**src/rtl/if_fetch_if.sv**
```systemverilog
// IF-stage bundle: instruction-memory request/response port plus the
// IF->ID presentation signals, with a flush redirect from the pipeline.
interface if_fetch_if #(
  parameter int BUS_WIDTH  = 32,
  parameter int DATA_WIDTH = 32
);
  logic                  flush;
  logic [BUS_WIDTH-1:0]  flush_pc;
  logic                  imem_req;
  logic [BUS_WIDTH-1:0]  imem_addr;
  logic                  imem_ready;
  logic                  imem_rvalid;
  logic [DATA_WIDTH-1:0] imem_rdata;
  logic                  allow_in_id;
  logic                  valid_if;
  logic                  ready_go_if;
  logic [BUS_WIDTH-1:0]  pc_if;
  logic [DATA_WIDTH-1:0] instruction_if;

  // Handshakes: a memory request transfers when imem_req & imem_ready; an
  // instruction transfers to if_id when valid_if & ready_go_if & allow_in_id
  // and no flush is present in that cycle.
  modport master (
    input  flush, flush_pc, imem_ready, imem_rvalid, imem_rdata, allow_in_id,
    output imem_req, imem_addr, valid_if, ready_go_if, pc_if, instruction_if
  );

  modport slave (
    output flush, flush_pc, imem_ready, imem_rvalid, imem_rdata, allow_in_id,
    input  imem_req, imem_addr, valid_if, ready_go_if, pc_if, instruction_if
  );
endinterface

```
**src/rtl/if_fetch.sv**
```systemverilog
// Instruction fetch stage: owns the fetch PC, keeps at most one request in
// flight to imem, and presents one instruction at a time to if_id.
module if_fetch #(
  parameter int                   BUS_WIDTH  = 32,
  parameter int                   DATA_WIDTH = 32,
  parameter logic [BUS_WIDTH-1:0] RESET_PC   = '0
) (
  input  logic       clk,
  input  logic       rst,
  if_fetch_if.master bus,
  output logic [1:0] dbg_state
);

  localparam logic [BUS_WIDTH-1:0] PC_STEP = BUS_WIDTH'(DATA_WIDTH / 8);

  typedef enum logic [1:0] {
    REQ_IDLE  = 2'd0,
    REQ_LIVE  = 2'd1,
    REQ_STALE = 2'd2
  } req_state_e;

  req_state_e            state;
  logic [BUS_WIDTH-1:0]  fetch_pc;
  logic [BUS_WIDTH-1:0]  req_pc;
  logic                  buf_valid;
  logic [BUS_WIDTH-1:0]  buf_pc;
  logic [DATA_WIDTH-1:0] buf_instr;

  logic                  outstanding;
  logic                  in_flight;
  logic                  live_rsp;
  logic                  valid;
  logic                  ready_go;
  logic                  fire;
  logic                  empty_next;
  logic                  req;
  logic                  accept;
  logic [BUS_WIDTH-1:0]  addr;
  logic [BUS_WIDTH-1:0]  pc_out;
  logic [DATA_WIDTH-1:0] instr_out;

  assign outstanding = (state != REQ_IDLE);
  assign in_flight   = (state == REQ_LIVE);
  assign live_rsp    = in_flight & bus.imem_rvalid;

  assign valid    = buf_valid | in_flight;
  assign ready_go = buf_valid | live_rsp;
  assign fire     = valid & ready_go & bus.allow_in_id & ~bus.flush;

  // The stage holds nothing undelivered after this cycle when it hands off,
  // is redirected, or was already empty (a stale in-flight does not count).
  assign empty_next = bus.flush | fire | ~valid;
  assign req        = ~rst & (~outstanding | bus.imem_rvalid) & empty_next;
  assign addr       = bus.flush ? bus.flush_pc : fetch_pc;
  assign accept     = req & bus.imem_ready;

  always_comb begin
    pc_out    = '0;
    instr_out = '0;
    if (buf_valid) begin
      pc_out    = buf_pc;
      instr_out = buf_instr;
    end else if (live_rsp) begin
      pc_out    = req_pc;
      instr_out = bus.imem_rdata;
    end
  end

  always_ff @(posedge clk) begin
    if (rst) begin
      state     <= REQ_IDLE;
      fetch_pc  <= RESET_PC;
      req_pc    <= '0;
      buf_valid <= 1'b0;
      buf_pc    <= '0;
      buf_instr <= '0;
    end else begin
      if (accept) begin
        state    <= REQ_LIVE;
        req_pc   <= addr;
        fetch_pc <= addr + PC_STEP;
      end else begin
        // A response (live or stale) frees the port; a flush over an
        // unanswered request marks that response as stale.
        if (outstanding & bus.imem_rvalid) begin
          state <= REQ_IDLE;
        end else if (outstanding & bus.flush) begin
          state <= REQ_STALE;
        end
        if (bus.flush) begin
          fetch_pc <= bus.flush_pc;
        end
      end

      if (bus.flush) begin
        buf_valid <= 1'b0;
      end else if (live_rsp & ~fire) begin
        buf_valid <= 1'b1;
        buf_pc    <= req_pc;
        buf_instr <= bus.imem_rdata;
      end else if (fire & buf_valid) begin
        buf_valid <= 1'b0;
      end
    end
  end

  assign bus.imem_req       = req;
  assign bus.imem_addr      = addr;
  assign bus.valid_if       = valid;
  assign bus.ready_go_if    = ready_go;
  assign bus.pc_if          = pc_out;
  assign bus.instruction_if = instr_out;
  assign dbg_state          = state;

endmodule

```
**src/flat_wrapper.sv**
```systemverilog
// flat-port wrapper written by rule: the top's interface ports become plain ports
module if_fetch_flat 
#(
  parameter int                   BUS_WIDTH  = 32,
  parameter int                   DATA_WIDTH = 32,
  parameter logic [BUS_WIDTH-1:0] RESET_PC   = '0
)
  (clk, rst, dbg_state, bus_flush, bus_flush_pc, bus_imem_ready, bus_imem_rvalid, bus_imem_rdata, bus_allow_in_id, bus_imem_req, bus_imem_addr, bus_valid_if, bus_ready_go_if, bus_pc_if, bus_instruction_if);
  if_fetch_if #(.BUS_WIDTH(BUS_WIDTH), .DATA_WIDTH(DATA_WIDTH)) bus_i ();
  input  logic clk;
  input  logic rst;
  output logic [1:0] dbg_state;
  input wire logic [$bits(bus_i.flush)-1:0] bus_flush;
  input wire logic [$bits(bus_i.flush_pc)-1:0] bus_flush_pc;
  input wire logic [$bits(bus_i.imem_ready)-1:0] bus_imem_ready;
  input wire logic [$bits(bus_i.imem_rvalid)-1:0] bus_imem_rvalid;
  input wire logic [$bits(bus_i.imem_rdata)-1:0] bus_imem_rdata;
  input wire logic [$bits(bus_i.allow_in_id)-1:0] bus_allow_in_id;
  output wire logic [$bits(bus_i.imem_req)-1:0] bus_imem_req;
  output wire logic [$bits(bus_i.imem_addr)-1:0] bus_imem_addr;
  output wire logic [$bits(bus_i.valid_if)-1:0] bus_valid_if;
  output wire logic [$bits(bus_i.ready_go_if)-1:0] bus_ready_go_if;
  output wire logic [$bits(bus_i.pc_if)-1:0] bus_pc_if;
  output wire logic [$bits(bus_i.instruction_if)-1:0] bus_instruction_if;
  assign bus_i.flush = bus_flush;
  assign bus_i.flush_pc = bus_flush_pc;
  assign bus_i.imem_ready = bus_imem_ready;
  assign bus_i.imem_rvalid = bus_imem_rvalid;
  assign bus_i.imem_rdata = bus_imem_rdata;
  assign bus_i.allow_in_id = bus_allow_in_id;
  assign bus_imem_req = bus_i.imem_req;
  assign bus_imem_addr = bus_i.imem_addr;
  assign bus_valid_if = bus_i.valid_if;
  assign bus_ready_go_if = bus_i.ready_go_if;
  assign bus_pc_if = bus_i.pc_if;
  assign bus_instruction_if = bus_i.instruction_if;
  if_fetch #(.BUS_WIDTH(BUS_WIDTH), .DATA_WIDTH(DATA_WIDTH), .RESET_PC(RESET_PC)) u_core (.clk(clk), .rst(rst), .bus(bus_i), .dbg_state(dbg_state));
endmodule
```
**config.mk**
```make
export PLATFORM = sky130hd
export DESIGN_NAME = if_fetch_flat
export DESIGN_NICKNAME = d
export VERILOG_FILES = /design/src/rtl/if_fetch_if.sv /design/src/rtl/if_fetch.sv /design/src/flat_wrapper.sv
export SDC_FILE = /design/constraint.sdc
export NUM_CORES = 1
export LEC_CHECK = 0
export BUFFER_PORTS_ARGS = -buffer_cell sky130_fd_sc_hd__buf_4
export CORE_MARGIN = 4
export CORE_UTILIZATION = 35
export CTS_CLUSTER_DIAMETER = 60
export CTS_CLUSTER_SIZE = 14
export DETAILED_ROUTE_END_ITERATION = 16
export PLACE_DENSITY = 0.55
export SETUP_SLACK_MARGIN = 0.4
export SLEW_MARGIN = 20
export SYNTH_ARGS = -nofsm -noshare
export SYNTH_HDL_FRONTEND = slang
export SYNTH_SLANG_ARGS = --single-unit
```
**constraint.sdc**
```tcl
create_clock -name clk -period 2.8 [get_ports clk]
set_input_delay 0 -clock clk [delete_from_list [all_inputs] [get_ports clk]]
set_output_delay 0 -clock clk [all_outputs]
set_load 0.05 [all_outputs]
```
-- After elaboration in Yosys (flattened, before gate mapping)
Cells that the tools add are included.
Widths: inputs -> output; s select.
- add/subtract/negate cells: 1
- bitwise gates (word level): 21
- reductions and logical operators: 6
- multiplexer cells: 11
- eq/ne operators: 1
- operators with widths (operator ; number):
    $mux 32 ; 6
    $add 32x3->32 const B ; 1
    $and 1x1->1 ; 11
    $mux 1 ; 5
    $not 1->1 ; 5
    $or 1x1->1 ; 5
    $reduce_bool 2->1 ; 2
    $reduce_bool 3->1 ; 1
    $reduce_or 3->1 ; 1
    $eq 2x1->1 const B ; 1
    $reduce_and 2->1 ; 1
    $reduce_or 2->1 ; 1
- input bits: 70
- flip-flop bits (word level): 131
- output and inout bits: 101
- word-level logic and storage cells: 47

-- Depth between registers and ports, before layout
Gate-level depths: netlist (run 1).
- depth in word-level cells: 11
- gate-level depth with buffers: 13
- mapped depth without buffers: 7

-- Least setup slack after synthesis (run 1)
Ideal clock, no wire load.
- kind: flip-flop to output port
- start point: reg u_core.state[0] (netlist: u_core.dbg_state[0])
- end point: out bus_instruction_if[10]
- path buffers: 2
- stages on the path, launching flop included: 7
- required time: 2.800 ns
- arrival time: 2.792 ns
- slack: 0.008 ns
- cell sequence: dfxtp_1 > nor2b_1 > and2_1 > clkbuf_1 > buf_1 > nand2_1 > o21ai_0
- longest elaborated chain between the ends: 4
- ends and longest elaborated chain (element ; line ; source):
    from (decl) ; if_fetch.sv:22 ; req_state_e state;
    from (signal assigned) ; if_fetch.sv:71 ; state <= REQ_IDLE;
    from (signal assigned) ; if_fetch.sv:79 ; state <= REQ_LIVE;
    from (signal assigned) ; if_fetch.sv:86 ; state <= REQ_IDLE;
    $eq 2x1->1 ; if_fetch.sv:43 ; assign in_flight = (state == REQ_LIVE);
    $and 1x1->1 ; if_fetch.sv:44 ; assign live_rsp = in_flight & bus.imem_rvalid;
    $mux 32 ; if_fetch.sv:63 ; end else if (live_rsp) begin
    $mux 32 ; if_fetch.sv:60 ; if (buf_valid) begin
    to (decl) ; flat_wrapper.sv:24 ; output wire logic [$bits(bus_i.instruction_if)-1:0] bus_instruction_if;
Every way passes these cells.

-- Worst setup path after layout (run 1)
- start point: reg u_core.state[0] (netlist: u_core.dbg_state[0])
- end point: out bus_pc_if[17]
- longest elaborated chain between the ends: 4
- ends and longest elaborated chain (element ; line ; source):
    $eq 2x1->1 ; if_fetch.sv:43 ;
    $and 1x1->1 ; if_fetch.sv:44 ;
    $mux 32 ; if_fetch.sv:63 ;
    $mux 32 ; if_fetch.sv:60 ;
    to (decl) ; flat_wrapper.sv:23 ; output wire logic [$bits(bus_i.pc_if)-1:0] bus_pc_if;
Every way passes these cells.

==> results of run 1 <==
-- metal layers --
layer	vias to the layer above	track usage [%]	share of wire [%]
li1	3374	-	-
met1	2878	28.16	50
met2	163	27.60	42
met3	16	3.684	6.5
met4	0	5.203	1.3
met5	-	0	0
-- critical path: stages (launching register included) --
cell,delay [ns]
dfxtp_1,0.38
nor2b_1,0.28
and2_2,0.23
buf_6,0.33
nand2_1,0.11
o21ai_2,0.17
buf_4,0.23
-- timing repair --
item | 4_1_cts | 5_1_grt
resized for setup | 0 | 2
buffers inserted | 0 | 4
endpoints found under the hold margin | 42 | 0
hold buffers | 40 | 0
setup endpoints to repair | 0 | 45
-- cell usage in the layout, fill, tap and decap left out, drive strengths merged, types with 4 or more instances in the layout --
cell type,Yosys,layout
and3,8,8
nor2b,4,4
a211oi,23,23
inv,23,24
nand4,10,10
mux2,14,14
o21ai,66,66
mux2i,23,23
nand3b,6,6
and2,6,6
dfxtp,131,131
dlygate4sd3,0,40
nand4b,4,4
clkbuf,59,24
nand3,11,11
nor3,36,36
nor2,60,60
nand2,280,280
buf,11,193
a22oi,4,4
a21oi,78,78
-- state kept, by name, summed over array words and instances (netlist names) --
signal            cells
u_core.buf_instr     32
u_core.buf_pc        32
u_core.fetch_pc      32
u_core.req_pc        32
u_core.dbg_state      2
u_core.buf_valid      1
-- cells in the mapped netlist, drive strengths merged (3+ instances only) --
cell,n,share of area [%]
nor2b,4,0.39
o21a,3,0.35
nand2,280,16
nor3,36,2.8
o21ai,66,5.2
buf,11,1.1
nand4,10,0.98
xor2,3,0.41
and4,3,0.41
dfxtp,131,41
nand3b,6,1.1
nand4b,4,0.55
and3,8,0.78
mux2i,23,3.6
nor2,60,3.5
mux2,14,2.5
nor4,3,0.29
a31oi,3,0.29
and2,6,0.59
o31ai,3,0.35
or4,3,0.35
clkbuf,59,3.5
nand3,11,0.94
a21oi,78,6.1
inv,23,1.4
a211oi,23,2.8
a22oi,4,0.47
-- final cells by class --
| type | instances | area [um2] |
|---|---|---|
| multi-input combinational | 667 | 3617 |
| sequential | 131 | 2626 |
| tap | 229 | 286.5 |
| fill | 1799 | 8852 |
| clock inverter | 8 | 122.6 |
| timing repair buffer | 233 | 1878 |
| clock buffer | 24 | 491.7 |
| inverter | 23 | 88.84 |
-- power by group through the flow --
stage / Sequential [mW] / Combinational, mW / Clock, mW
6_report: 1.98 / 0.766 / 2.31
5_1_grt: 1.99 / 0.829 / 2.44
4_1_cts: 1.98 / 0.768 / 2.36
3_5_place_dp: 2.02 / 0.719 / 0
3_3_place_gp: 2.02 / 0.718 / 0
2_1_floorplan: 2.01 / 0.467 / 0
-- stage by stage --
step / utilization [%] / std cells / power, mW / hold WS, ns / cell area, um2
6_report: 50.72 / 1315 / 5.055 / 0.02845 / 9111
5_1_grt: 50.72 / 1315 / 5.256 / 0.04232 / 9111
4_1_cts: 50.51 / 1311 / 5.108 / 0.003808 / 9072
3_5_place_dp: 44.86 / 1239 / 2.737 / 0.2267 / 8058
3_3_place_gp: 44.86 / 1239 / 2.735 / 0.2221 / 8058
2_1_floorplan: - / 891 / 2.474 / 0.07931 / 6625
-- final timing paths --
path                                       end  cells after the start                               from
max                              bus_pc_if[17]                      6   u_core.dbg_state[0]$_SDFFE_PP0P_
min             u_core.fetch_pc[25]$_SDFF_PP0_                      4                   bus_flush_pc[25]
max reg2reg     u_core.fetch_pc[31]$_SDFF_PP0_                      6     u_core.fetch_pc[10]$_SDFF_PP0_
min reg2reg  u_core.buf_instr[29]$_SDFFE_PP0P_                      2  u_core.buf_instr[29]$_SDFFE_PP0P_
-- cell families after synthesis --
family                     after synthesis  share of synthesized area [%]
and+or+nand+nor                        438                          29.61
AOI/OAI and AO/OA                      186                          16.37
DFF                                    131                          41.10
buffers and inverters                   93                          5.961
muxes                                   37                          6.078
xor gates and xnor gates                 5                         0.6864
adders and majority gates                1                         0.1960
==> flow_results.org, run 1 <==
** Setup path
- Critical Path Sink Type :: output port
- Critical Path Start Type :: flop
- The setup path with the least slack is of type reg -> out.
- STA puts the critical path data arrival time at 2.15 ns.
- Setup slack of the most critical reg-to-reg path :: 0.66 ns
- For the worst setup path, the data required time is 2.80 ns.
- Maximum fanout encountered on the critical timing path :: 44

** STA
- The final count of hold timing violations was 0.
- Skew final :: 0.007937 ns
- Worst Tran Pin Value :: 0.8397 ns
- Final number of setup-violating endpoints :: 0
- The final number of max-transition violations came to 0.
- Achievable Freq :: 0.4651 GHz
- Share of the cycle needed by the critical path after routing :: 76.79%
- Worst slew margin :: 44.02%
- RSZ-0062 raised after global routing :: false
- The routed design could run at a clock period as short as 2.150 ns.
- Setup slack on the critical path of the routed design comes to 0.6498 ns.
- Post-route setup TNS :: 0 ns

** Clocking
- The H-tree generated during clock tree synthesis spans 4 levels.
- Clock latency on the worst-skew pair :: 0.41 ns
- Clock slew at the register clock pins of the worst setup and hold paths :: 0.06 ns
- CTS tree :: done
- Clock tree synthesis selected as its root buffer the cell clkbuf_16.
- Max clock buf depth :: 2
- Num CTS Buffers :: 17
- Number of sinks on the clock net :: 131

** Power
- Part of the power in registers :: 39.1%
- The analysis attributes to cell leakage a power of 3.709 nW.
- Power share of the combinational group :: 15.2%
- Proportion of power drawn by the clock network :: 45.7%
- Net switching is 26.51% of the power.
- Design internal power :: 3.715 mW
- Net switching component of the power :: 1.340 mW
- Peak VDD IR :: 0.0004000 V
- For this design the ratio of total power to cell area is 554.8 nW/um2.

** Detailed routing
- DR iter-0 viols :: 407
- In the final routed layout, each cell accounts on average for 14.69 um.
- In this run the remaining antenna-violating nets after routing total 0.
- Final routed DRC violation total :: 0
- Post-detailed-routing wire length :: 19.32 mm
- Summing over every cut layer, the via total after detailed routing is 6,431.
- The first detailed-routing pass took 7 iterations.
- Via-per-instance ratio :: 4.890

** Place
- Weighted congestion reported at the end of routability-driven placement :: 0.8081
- Detail Placement HPWL :: 13.23 mm
- Port buffering added 170 buffers.
- Prior to clock tree synthesis, the placed netlist has a worst setup slack of 0.4715 ns.

** Hold path
- The min-delay analysis places its worst path in the category in -> reg.

** Synthesis
- The number of nets handed over by synthesis was 962.
- Yosys mapped a number of flops with a built-in enable equal to 0.
- Cell count after synthesis :: 891
- Synthesized cell area :: 6381 um2
- Fraction of synthesis flops using an asynchronous set or reset pin :: 0%
- Dominant synthesized flop cell :: dfxtp_1
- For this run, the number of Yosys warnings is 0.
- Synthesis inferred 131 register bits.
- Mapped Avg Cell Area :: 7.162 um2
- After synthesis, flip-flops and latches occupy 41.10% of the total area.
- In this run, distinct cell masters in the synthesized netlist total 43.

** Final layout
- Antenna diodes :: 0
- Cells with a size suffix above 1 make up 28.55% of the layout.
- Synth-to-Final Area Change :: 42.78%
- The final layout contains 1,144 nets.

** Floorplan
- Starting utilization of the core area :: 35.52%
- Width of the die :: 143.0 um
- Vertical die dimension :: 143.0 um
- The initialized floorplan defines 49 standard-cell rows.
- Total Die Area :: 20,460 um2
- After floorplanning, the core was sized to cover 17,960 um2.
- 171 I/O pins were placed.

** Global route
- Pin count of the biggest net entering global routing :: 68
- Via count of the first global-routing pass :: 6,058
- For this run the aggregate overflow at the end of global routing stands at 0.
- The first global-routing pass estimated 31.42 mm of wire.
- Global routing consumed, over all layers together, 18.85% of the routing resources.
- The initial antenna violation count came to 0.

** Run
- Number of violations of the max-capacitance limit :: 0

** Outcome
- Run status :: finished clean
Note: power is estimated with default switching activity, not from simulation.
==> run 2, diff against run 1 <==
- ABC_AREA: not set -> 1
- clock period: 2.8 -> 2 ns (I/O delays scaled with it)
==> run 2 against run 1 <==
  * Clock skew barely moved
  * Power increased by 57%
  * Final area grew 27%
  * Critical path type is now reg -> reg
  * Largest cell class unchanged
==> flow_results.org, run 2 <==
** Hold path
- Worst hold path class :: in -> reg

** STA
- Setup repair after global routing could not meet its margin everywhere.
- Timing would allow up to 0.5839 GHz.
- Minimum clock period :: 1.713 ns
- Worst slew margin :: 58.67%
- Worst Tran Pin Value :: 0.6135 ns
- The final count of hold timing violations was 0.
- Across the routed clock network, the largest skew measured is 0.008321 ns.
- Max Transition Viols Final :: 0
- Setup violations remaining at the end of the flow were counted as 0.
- Post-route setup TNS :: 0 ns
- Share of the cycle needed by the critical path after routing :: 85.64%

** Place
- Once detailed placement completed, the half-perimeter wirelength came to 14.52 mm.
- The congestion estimate from routability-driven global placement came to 0.8136.
- Input and output buffers added on the ports amount to 170.

** Detailed routing
- Antenna violation net count after detailed routing :: 0
- After detailed routing, the average wire length per cell comes to 17.42 um.
- Using the TritonRoute via totals, the vias-per-cell ratio works out to 5.045.
- For this block, the via count after detailed routing is 7,552.
- In the routed design, unresolved DRC markers number 0.
- The detailed router finished its first iteration with 430 violations.
- The pre-antenna-repair detailed-routing pass consisted of 5 iterations.
- Post-detailed-routing wire length :: 26.08 mm

** Setup path
- Critical Path Sink Type :: flop
- Required time at the endpoint of the critical path :: 2.30 ns
- Critical Path Start Type :: flop
- Worst setup path category :: reg -> reg
- Arr. time, crit path :: 2.02 ns
- Of all nets on the critical path, the largest fanout is 6.

** Synthesis
- The synthesized design contains 0 enable-type register cells.
- dfxtp_1 takes more of the synthesized area than any other cell.
- After technology mapping, the gate count stands at 993.
- Most numerous cell in the Yosys netlist :: nand2_1
- In this run, distinct cell masters in the synthesized netlist total 29.
- For this run, the leading register cell type out of synthesis is dfxtp_1.
- Syn_nets :: 1,064
- Fraction of synthesis flops using an asynchronous set or reset pin :: 0%
- Mapped Avg Cell Area :: 6.702 um2
- The top cell type by area accounts for 39.41% of the synthesized area.
- Yosys warning total :: 0
- After synthesis the netlist holds a flip-flop and latch count of 131.
- In the post-synthesis netlist, the biggest area contributors are dfxtp_1 (39%), o21ai_0 (12%), nand2_1 (9.1%).
- Commonest cells post-synth :: nand2_1 (162), o21ai_0 (160), dfxtp_1 (131)
- Synthesized cell area :: 6655 um2
- Of the synthesized area, sequential elements account for 39.41%.

** Power
- Peak VDD IR :: 0.0005848 V
- Summed over all cells, the static leakage comes to 4.723 nW.
- Dividing total power by cell area gives a power density of 684.2 nW/um2.
- Total power for the finished layout comes to 7.940 mW.

** Final layout
- After the last flow step, the layout net total stands at 1,321.
- Layout cells sized above 1 :: 40.93%
- 0 antenna diodes ended up in the layout.
- Commonest non-fill, non-tap cell in the layout :: buf_4
- Filler Cell Count :: 1,573
- Synth-to-Final Area Change :: 74.38%
- In the layout the commonest cells are buf_4 (158), nand2_1 (139), dfxtp_1 (126).

** Floorplan
- Placeable core region :: 18,710 um2
- The die covers 21,290 um2.
- Starting utilization of the core area :: 35.58%
- Row Count :: 50
- Measured along the x axis, the die boundary spans 145.9 um.
- The die is 145.9 um tall.
- For this design the top-level I/O count stands at 171.

** Run
- The tool flagged a number of max-cap violations equal to 0.

** Clocking
- Number of sinks on the clock net :: 131
- The clock reaches the later pin of the worst-skew pair after 0.41 ns.
- TritonCTS built the clock tree.
- Buffers inserted during clock tree synthesis total 17.
- Clock-pin slew was measured on the worst setup and hold paths at 0.06 ns.
- Max clock buf depth :: 2
- CTS root buffer :: clkbuf_16
- In this run the number of H-tree levels came out at 4.

** Global route
- Global routing finished with a remaining overflow of 0.
- Entering global routing, the biggest net connects 76 pins.
- Via count of the first global-routing pass :: 6,936
- Initial antenna violation count :: 0
- First-pass GRT wire length :: 37.51 mm
- For this run, the total global-route usage over all layers was measured as 21.58%.

** Outcome
- The flow ran to the end, and the final reports show no timing, DRC or antenna violations.
==> run 2: metal layers <==
layer	up-vias	global-route usage, %	wire length [um]
li1	3786	-	-
met1	3511	30.36	11800
met2	233	34.68	12520
met3	22	4.422	1499
met4	0	3.846	256
met5	-	0	0
==> run 2: cells by family after synthesis <==
logic type / Yosys count / synth area share, %
DFF: 131 / 39.41
and+or+nand+nor: 386 / 26.25
buffers and inverters: 188 / 11.54
adders and majority gates: 1 / 0.1880
xor gates and xnor gates: 1 / 0.1316
AOI/OAI and AO/OA: 286 / 22.49
==> run 2: through the flow <==
stage | cells | cell area, um2 | hold slack (ns) | worst slack, ns | utilization, %
global route | 1497 | 11600 | 0.03082 | 0.1688 | 62.04
global placement | 1357 | 8564 | 0.2929 | 0.2529 | 45.79
finish | 1497 | 11600 | 0.01541 | 0.2872 | 62.04
detailed placement | 1357 | 8564 | 0.3003 | 0.2342 | 45.79
CTS | 1462 | 10620 | 0.0008706 | 0.2981 | 56.77
floorplan | 993 | 7043 | 0.1901 | 0.07647 | -
==> run 2: area by class of cell <==
cell class / count / area (um2) / area share [%]
clock buffer: 21 / 481.7 / 4.151
timing repair buffer: 305 / 3407 / 29.36
sequential: 131 / 2634 / 22.70
clock inverter: 11 / 197.7 / 1.704
inverter: 119 / 474.2 / 4.086
multi-input combinational: 676 / 4118 / 35.48
tap: 234 / 292.8 / 2.523
==> run 2: worst paths after layout <==
path,from,end,slack (ns),depth (start not counted)
setup reg to reg,u_core.dbg_state[0]$_SDFFE_PP0P_,u_core.req_pc[10]$_SDFFE_PP0P_,0.29,10
setup / recovery,u_core.dbg_state[0]$_SDFFE_PP0P_,u_core.req_pc[10]$_SDFFE_PP0P_,0.29,10
hold / removal,bus_flush_pc[12],u_core.fetch_pc[12]$_SDFF_PP0_,0.02,5
hold reg to reg,u_core.buf_pc[27]$_SDFFE_PP0P_,u_core.buf_pc[27]$_SDFFE_PP0P_,0.45,2
==> run 2: repair_timing <==
| action | in CTS | in global routing |
|---|---|---|
| gates cloned | 13 | 15 |
| setup endpoints to repair | 151 | 189 |
| hold buffers | 39 | 0 |
| setup buffers | 21 | 20 |
| endpoints found under the hold margin | 40 | 0 |
| pin swaps | 30 | 33 |
| gates resized for setup | 119 | 130 |
==> run 2: where the power goes <==
part	total [mW]	leakage (nW)	switching (mW)	internal, mW
combinational	1.58	3.34	0.935	0.649
clock	3.58	0.317	1.22	2.36
sequential	2.78	1.07	0.0639	2.72
==> run 2: critical path, stage by stage (launching register included) <==
cell and delay (ns):
dfxtp_4 0.39, nand3_4 0.12, nand2_4 0.13, nand2_8 0.06, nand3_4 0.09, nand2_4 0.06
nor2_4 0.14, buf_12 0.16, buf_8 0.14, bufbuf_16 0.26, a21oi_2 0.04
